**src/rtl/fb_pkg.sv**
```systemverilog
`default_nettype none
// ============================================================================
//  Module      : fb_pkg
//  Description : Shared types for the bit-per-pixel frame-buffer writer.
//  Revision    : 1.0  initial release
// ============================================================================
package fb_pkg;

    typedef enum logic [1:0] {
        OP_SET    = 2'd0,
        OP_CLEAR  = 2'd1,
        OP_TOGGLE = 2'd2,
        OP_FILL   = 2'd3
    } fb_op_t;

    typedef enum logic [2:0] {
        ST_IDLE = 3'd0,
        ST_RD   = 3'd1,
        ST_WAIT = 3'd2,
        ST_CAP  = 3'd3,
        ST_WR   = 3'd4,
        ST_FILL = 3'd5
    } fb_state_t;

    // New value of a single pixel after a SET/CLEAR/TOGGLE
    function automatic logic fb_apply_op(input fb_op_t op, input logic cur);
        logic res;
        res = cur;
        case (op)
            OP_SET:    res = 1'b1;
            OP_CLEAR:  res = 1'b0;
            OP_TOGGLE: res = ~cur;
            default:   res = cur;
        endcase
        return res;
    endfunction

endpackage
`default_nettype wire

```
**src/rtl/fb_addr_map.sv**
```systemverilog
`default_nettype none
// ============================================================================
//  Module      : fb_addr_map
//  Description : Maps a pixel (x,y) to RAM word address, bit index (MSB is the
//                leftmost pixel) and an in-range flag. Purely combinational.
//  Revision    : 1.0  initial release
// ============================================================================
module fb_addr_map
    import fb_pkg::*;
#(
    parameter int RAM_WIDTH  = 16,
    parameter int GRID_COLS  = 32,
    parameter int GRID_ROWS  = 24,
    parameter int ADDR_WIDTH = 6,
    parameter int X_WIDTH    = 5,
    parameter int Y_WIDTH    = 5,
    parameter int BIT_WIDTH  = 4
) (
    input  logic [X_WIDTH-1:0]    x,
    input  logic [Y_WIDTH-1:0]    y,
    output logic [ADDR_WIDTH-1:0] word_addr,
    output logic [BIT_WIDTH-1:0]  bit_idx,
    output logic                  in_range
);

    localparam int WORDS_PER_ROW = GRID_COLS / RAM_WIDTH;

    always_comb begin
        word_addr = ADDR_WIDTH'(32'(y) * WORDS_PER_ROW + 32'(x) / RAM_WIDTH);
        bit_idx   = BIT_WIDTH'(RAM_WIDTH - 1 - (32'(x) % RAM_WIDTH));
        in_range  = (32'(x) < GRID_COLS) && (32'(y) < GRID_ROWS);
    end

endmodule
`default_nettype wire

```
**src/rtl/fb_pixel_writer.sv**
```systemverilog
`default_nettype none
// ============================================================================
//  Module      : fb_pixel_writer
//  Description : Write side of the bit-per-pixel display RAM. Pixel commands
//                are read-modify-write of one word; FILL (only when
//                FB_WRITER_FILL_EN is defined) streams the whole RAM.
//  Revision    : 1.0  initial release
// ============================================================================
module fb_pixel_writer
    import fb_pkg::*;
#(
    parameter int  RAM_WIDTH     = 16,
    parameter int  GRID_COLS     = 32,
    parameter int  GRID_ROWS     = 24,
    parameter int  RAM_LATENCY   = 1,
    localparam int WORDS_PER_ROW = GRID_COLS / RAM_WIDTH,
    localparam int NUM_WORDS     = WORDS_PER_ROW * GRID_ROWS,
    localparam int ADDR_WIDTH    = $clog2(NUM_WORDS),
    localparam int X_WIDTH       = $clog2(GRID_COLS),
    localparam int Y_WIDTH       = $clog2(GRID_ROWS),
    localparam int BIT_WIDTH     = (RAM_WIDTH > 1) ? $clog2(RAM_WIDTH) : 1
) (
    input  logic                  CLK_50,
    input  logic                  RESET,
    input  logic                  cmd_valid,
    output logic                  cmd_ready,
    input  logic [1:0]            cmd_op,
    input  logic [X_WIDTH-1:0]    cmd_x,
    input  logic [Y_WIDTH-1:0]    cmd_y,
    input  logic                  cmd_fill,
    output logic [ADDR_WIDTH-1:0] ram_addr,
    output logic                  ram_rd_en,
    input  logic [RAM_WIDTH-1:0]  ram_rd_data,
    output logic                  ram_wr_en,
    output logic [RAM_WIDTH-1:0]  ram_wr_data,
    output logic                  done,
    output logic                  err
);

    localparam logic [ADDR_WIDTH-1:0] C_LAST_ADDR = ADDR_WIDTH'(NUM_WORDS - 1);

    fb_state_t             r_state, w_nxt_state;
    fb_op_t                r_op, w_nxt_op;
    logic [BIT_WIDTH-1:0]  r_bit, w_nxt_bit;
    logic [1:0]            r_wait, w_nxt_wait;
    logic                  r_ready, w_nxt_ready;
    logic                  r_rd_en, w_nxt_rd_en;
    logic                  r_wr_en, w_nxt_wr_en;
    logic                  r_done, w_nxt_done;
    logic                  r_err, w_nxt_err;
    logic [ADDR_WIDTH-1:0] r_addr, w_nxt_addr;
    logic [RAM_WIDTH-1:0]  r_wr_data, w_nxt_wr_data;
    logic [RAM_WIDTH-1:0]  w_mod_word;
    logic [ADDR_WIDTH-1:0] w_word_addr;
    logic [BIT_WIDTH-1:0]  w_bit_idx;
    logic                  w_in_range;

    fb_addr_map #(
        .RAM_WIDTH  (RAM_WIDTH),
        .GRID_COLS  (GRID_COLS),
        .GRID_ROWS  (GRID_ROWS),
        .ADDR_WIDTH (ADDR_WIDTH),
        .X_WIDTH    (X_WIDTH),
        .Y_WIDTH    (Y_WIDTH),
        .BIT_WIDTH  (BIT_WIDTH)
    ) u_addr_map (
        .x          (cmd_x),
        .y          (cmd_y),
        .word_addr  (w_word_addr),
        .bit_idx    (w_bit_idx),
        .in_range   (w_in_range)
    );

`ifndef FB_WRITER_FILL_EN
    logic w_unused_fill;
    assign w_unused_fill = cmd_fill;
`endif

    always_comb begin
        w_mod_word        = ram_rd_data;
        w_mod_word[r_bit] = fb_apply_op(r_op, ram_rd_data[r_bit]);
    end

    always_comb begin
        w_nxt_state   = r_state;
        w_nxt_op      = r_op;
        w_nxt_bit     = r_bit;
        w_nxt_wait    = r_wait;
        w_nxt_ready   = r_ready;
        w_nxt_rd_en   = 1'b0;
        w_nxt_wr_en   = 1'b0;
        w_nxt_done    = 1'b0;
        w_nxt_err     = 1'b0;
        w_nxt_addr    = r_addr;
        w_nxt_wr_data = r_wr_data;

        case (r_state)
            ST_IDLE: begin
                if (cmd_valid && r_ready) begin
                    w_nxt_op  = fb_op_t'(cmd_op);
                    w_nxt_bit = w_bit_idx;
                    if (fb_op_t'(cmd_op) == OP_FILL) begin
`ifdef FB_WRITER_FILL_EN
                        w_nxt_state   = ST_FILL;
                        w_nxt_ready   = 1'b0;
                        w_nxt_wr_en   = 1'b1;
                        w_nxt_addr    = '0;
                        w_nxt_wr_data = {RAM_WIDTH{cmd_fill}};
                        w_nxt_done    = (NUM_WORDS == 1);
`else
                        w_nxt_err     = 1'b1;
`endif
                    end else if (!w_in_range) begin
                        w_nxt_err = 1'b1;
                    end else begin
                        w_nxt_state = ST_RD;
                        w_nxt_ready = 1'b0;
                        w_nxt_rd_en = 1'b1;
                        w_nxt_addr  = w_word_addr;
                    end
                end
            end
            ST_RD: begin
                if (RAM_LATENCY == 1) begin
                    w_nxt_state = ST_CAP;
                end else begin
                    w_nxt_state = ST_WAIT;
                    w_nxt_wait  = 2'(RAM_LATENCY - 2);
                end
            end
            ST_WAIT: begin
                if (r_wait == 2'd0) begin
                    w_nxt_state = ST_CAP;
                end else begin
                    w_nxt_wait = r_wait - 2'd1;
                end
            end
            ST_CAP: begin
                w_nxt_state   = ST_WR;
                w_nxt_wr_en   = 1'b1;
                w_nxt_done    = 1'b1;
                w_nxt_wr_data = w_mod_word;
            end
            ST_WR: begin
                w_nxt_state = ST_IDLE;
                w_nxt_ready = 1'b1;
            end
`ifdef FB_WRITER_FILL_EN
            ST_FILL: begin
                // Counter saturates at the last word; never wraps back to 0
                if (r_addr == C_LAST_ADDR) begin
                    w_nxt_state = ST_IDLE;
                    w_nxt_ready = 1'b1;
                end else begin
                    w_nxt_addr  = r_addr + ADDR_WIDTH'(1);
                    w_nxt_wr_en = 1'b1;
                    w_nxt_done  = (r_addr + ADDR_WIDTH'(1) == C_LAST_ADDR);
                end
            end
`endif
            default: begin
                w_nxt_state = ST_IDLE;
                w_nxt_ready = 1'b1;
            end
        endcase
    end

    always_ff @(posedge CLK_50 or posedge RESET) begin
        if (RESET) begin
            r_state   <= ST_IDLE;
            r_op      <= OP_SET;
            r_bit     <= '0;
            r_wait    <= 2'd0;
            r_ready   <= 1'b1;
            r_rd_en   <= 1'b0;
            r_wr_en   <= 1'b0;
            r_done    <= 1'b0;
            r_err     <= 1'b0;
            r_addr    <= '0;
            r_wr_data <= '0;
        end else begin
            r_state   <= w_nxt_state;
            r_op      <= w_nxt_op;
            r_bit     <= w_nxt_bit;
            r_wait    <= w_nxt_wait;
            r_ready   <= w_nxt_ready;
            r_rd_en   <= w_nxt_rd_en;
            r_wr_en   <= w_nxt_wr_en;
            r_done    <= w_nxt_done;
            r_err     <= w_nxt_err;
            r_addr    <= w_nxt_addr;
            r_wr_data <= w_nxt_wr_data;
        end
    end

    assign cmd_ready   = r_ready;
    assign ram_addr    = r_addr;
    assign ram_rd_en   = r_rd_en;
    assign ram_wr_en   = r_wr_en;
    assign ram_wr_data = r_wr_data;
    assign done        = r_done;
    assign err         = r_err;

endmodule
`default_nettype wire

```
**config.mk**
```make
export PLATFORM = sky130hd
export DESIGN_NAME = fb_pixel_writer
export DESIGN_NICKNAME = d
export VERILOG_FILES = /design/src/rtl/fb_pkg.sv /design/src/rtl/fb_addr_map.sv /design/src/rtl/fb_pixel_writer.sv
export SDC_FILE = /design/constraint.sdc
export NUM_CORES = 1
export LEC_CHECK = 0
export ABC_AREA = 1
export CORE_UTILIZATION = 35
export CTS_CLUSTER_SIZE = 20
export DETAILED_ROUTE_END_ITERATION = 10
export PLACE_DENSITY = 0.59
export SETUP_SLACK_MARGIN = 0.2
export SKIP_LAST_GASP = 1
export SLEW_MARGIN = 20
export SYNTH_ARGS = -nofsm -noshare
export SYNTH_HDL_FRONTEND = slang
export SYNTH_SLANG_ARGS = --single-unit
```
**constraint.sdc**
```tcl
create_clock -name CLK_50 -period 3 [get_ports CLK_50]
set_clock_uncertainty 0.2 [all_clocks]
set_input_delay 0.6 -clock CLK_50 [delete_from_list [all_inputs] [get_ports CLK_50]]
set_output_delay 0.6 -clock CLK_50 [all_outputs]
set_load 0.05 [all_outputs]
```
==> insert_results.sql <==
INSERT INTO impl_metrics (metric_group, metric, value, unit) VALUES
('route', 'dr.pass1.iters', '4', ''),
('setup_path', 'cp.required', '2.20', 'ns'),
('cts', 'cts.reportedPaths.clkPinSlew', '0.08', 'ns'),
('cts', 'cts_post_setup_buffers_inserted', '0', ''),
('setup_path', 'critPathMaxFanout', '4', ''),
('route', 'dr.first_iter.drc_count', '161', ''),
('run_status', 'outcome', 'finished, final reports clean', ''),
('die', 'start_util', '37.1', '%'),
('sta', 'slew_viol_final', '0', ''),
('flow_run', 'cap_viol_max_count', '0', ''),
('global_route', 'globalRouteOverflowTotal', '0', ''),
('yosys', 'synth.net_count', '328', ''),
('die', 'floorplan.die.height', '79.3', 'um'),
('die', 'placement_rows', '27', ''),
('yosys', 'seq_area_frac_synth', '44.3', '%'),
('sta', 'fin_crit_sh', '81.5', '%'),
('global_route', 'vias_in_the_first_global_route', '1827', ''),
('global_route', 'grt_max_degree', '38', ''),
('power_and_ir_drop', 'static-leakage-power', '0.00135', 'uW'),
('setup_path', 'cp-start-kind', 'flip-flop', ''),
('global_route', 'groute.usage.overall', '17.2', '%'),
('layout', 'most_common_cell_after_layout_fill_and_taps_aside', 'sky130_fd_sc_hd__nand2_1', ''),
('yosys', 'synthesis.instances', '295', ''),
('yosys', 'synthTopCellsByArea', 'sky130_fd_sc_hd__dfrtp_1, sky130_fd_sc_hd__nand2_1, sky130_fd_sc_hd__nor2_1', ''),
('global_route', 'wire_length_of_the_first_global_routing_pass', '8.36', 'mm'),
('layout', 'multiInputGateArea', '985', 'um^2'),
('route', 'wire_per_inst', '11.4', 'um'),
('cts', 'clock_sink_count', '37', ''),
('placement', 'port_buffers', '57', ''),
('global_route', 'met2_usage', '27.5', '%'),
('placement', 'finalWeightedCongestion', '0.801', ''),
('cts', 'clock_insertion_delay_worst_skew', '0.29', 'ns'),
('cts', 'cts_hold_repair.buffers', '0', ''),
('yosys', 'syn-mean-instance-area', '7.09', 'um^2'),
('sta', 'headroom_to_the_max_slew_limit', '45.3', '%'),
('setup_path', 'path_class', 'reg -> out', ''),
('layout', 'fill_cells', '591', ''),
('global_route', 'grt_util_met1', '22.4', '%'),
('die', 'fp.coreArea', '0.00564', 'mm^2'),
('global_route', 'gr-max-usage-layer', 'met2', ''),
('sta', 'period_needed', '2.45', 'ns'),
('layout', 'layout_net_count', '385', ''),
('cts', 'h-tree-depth', '2', ''),
('layout', 'final_core_util', '49.6', '%'),
('placement', 'dp_hpwl', '3.46', 'mm'),
('setup_path', 'crit_chain', 'clkdlybuf4s50_1', ''),
('worst_hold_path', 'min_path_type', 'reg -> reg', ''),
('setup_path', 'worst-endpoint-arrival', '1.65', 'ns'),
('placement', 'placed_cell_area', '0.00268', 'mm^2'),
('setup_path', 'worstSetupEndpointType', 'primary output', ''),
('route', 'avgViaCountPerCell', '4.52', ''),
('layout', 'num_antenna_cells', '0', ''),
('setup_path', 'timing.critical_path.slowest_stage_cell', 'sky130_fd_sc_hd__clkdlybuf4s50_1', ''),
('power_and_ir_drop', 'power_density', '1140', 'mW/mm^2'),
('yosys', 'yosys.cell_types.count', '26', ''),
('cts', 'cts_root_buffer', 'sky130_fd_sc_hd__clkbuf_8', ''),
('yosys', 'yosysWarnings', '0', ''),
('route', 'route.final.wire_length', '4.85', 'mm'),
('route', 'detail-route-antenna-nets', '0', ''),
('yosys', 'ys_ff_latch', '37', ''),
('sta', 'rsz0062_at_grt', 'false', ''),
('layout', 'syn2layout_area_growth', '33.8', '%'),
('layout', 'layout.area.seq', '927', 'um^2'),
('cts', 'cts_buffer_depth', '2', ''),
('die', 'num_io_pins', '59', ''),
('setup_path', 'worst_path_buffer_plus_inverter_count', '1', ''),
('die', 'floorplan.die_area', '0.00629', 'mm^2'),
('die', 'die_x', '79.3', 'um'),
('layout', 'most_used_cells_in_the_layout_excluding_fill_and_tap_cells', 'sky130_fd_sc_hd__nand2_1, sky130_fd_sc_hd__nor2_1, sky130_fd_sc_hd__clkdlybuf4s50_1', ''),
('route', 'vias', '1923', ''),
('sta', 'setup-violations-final', '0', '');
==> area by class of cell <==
| type | instances | area share (%) |
|---|---|---|
| Clock buffer | 6 | 2.95 |
| Clock inverter | 2 | 1.34 |
| Inverter | 20 | 2.68 |
| Multi-Input combinational cell | 227 | 35.2 |
| Sequential cell | 37 | 33.1 |
| Tap cell | 72 | 3.22 |
| Timing Repair Buffer | 61 | 21.5 |
==> per-stage QoR <==
step	total power [uW]	hold slack [ns]	instances	setup slack [ns]
after floorplan	2280	0.223	295	1.19
after global placement	2760	0.239	417	0.613
after detailed placement	2760	0.264	417	0.594
after CTS	3240	0.275	425	0.543
after global routing	3460	0.293	425	0.509
final	3200	0.267	425	0.554
==> synthesized netlist by cell type (all sizes together) <==
| master | n |
|---|---|
| nand3 | 2 |
| a21oi | 1 |
| dfstp | 1 |
| ha | 1 |
| nor2 | 63 |
| a31oi | 1 |
| clkbuf | 4 |
| nand2 | 131 |
| inv | 20 |
| o21ai | 8 |
| xor2 | 1 |
| o21bai | 1 |
| nand4 | 16 |
| buf | 6 |
| or2 | 2 |
| dlygate4sd1 | 1 |
| dfrtp | 36 |
==> final timing paths <==
check | start | endpoint | slack [ns] | cells after the start
min in group asynchronous | RESET | ram_addr[1] | 0.51 | 3
setup / recovery | cmd_ready | cmd_ready | 0.55 | 1
hold reg to reg | r_state[2] | r_state[2] | 0.27 | 1
setup reg to reg | r_bit[0] | ram_wr_data[6] | 1.11 | 11
hold / removal | r_state[2] | r_state[2] | 0.27 | 1
max in group asynchronous | RESET | cmd_ready | 1.74 | 3
==> power by group <==
group	internal, uW	total (uW)	leakage [uW]	switching (uW)
sequential	723	869	0.000464	147
clock	270	455	0.0000574	185
combinational	598	1880	0.000829	1280
==> kinds of logic (layout without fill, tap and decap cells) <==
group / after synthesis / after routing / share of synthesized area, %
XOR/XNOR: 1 / 1 / 0.419
AND/OR/NAND/NOR: 214 / 214 / 42.7
buffers and inverters: 31 / 89 / 8.56
flip-flops: 37 / 37 / 44.3
AO/OA/AOI/OAI: 11 / 11 / 3.35
adder cells (fa/ha/maj): 1 / 1 / 0.598
==> registers in the layout (all words and copies together) (netlist names) <==
name,cells
ram_wr_data,16
ram_addr,6
r_bit,4
r_state,3
r_op,2
r_wait,2
cmd_ready,1
done,1
err,1
ram_rd_en,1
==> routing by layer <==
| layer | up-vias | routed length, um |
|---|---|---|
| met5 | - | 0 |
| met4 | 0 | 29 |
| met3 | 4 | 337 |
| met2 | 46 | 2160 |
| met1 | 851 | 2320 |
| li1 | 1022 | - |
(Power assumes the default switching activity.)
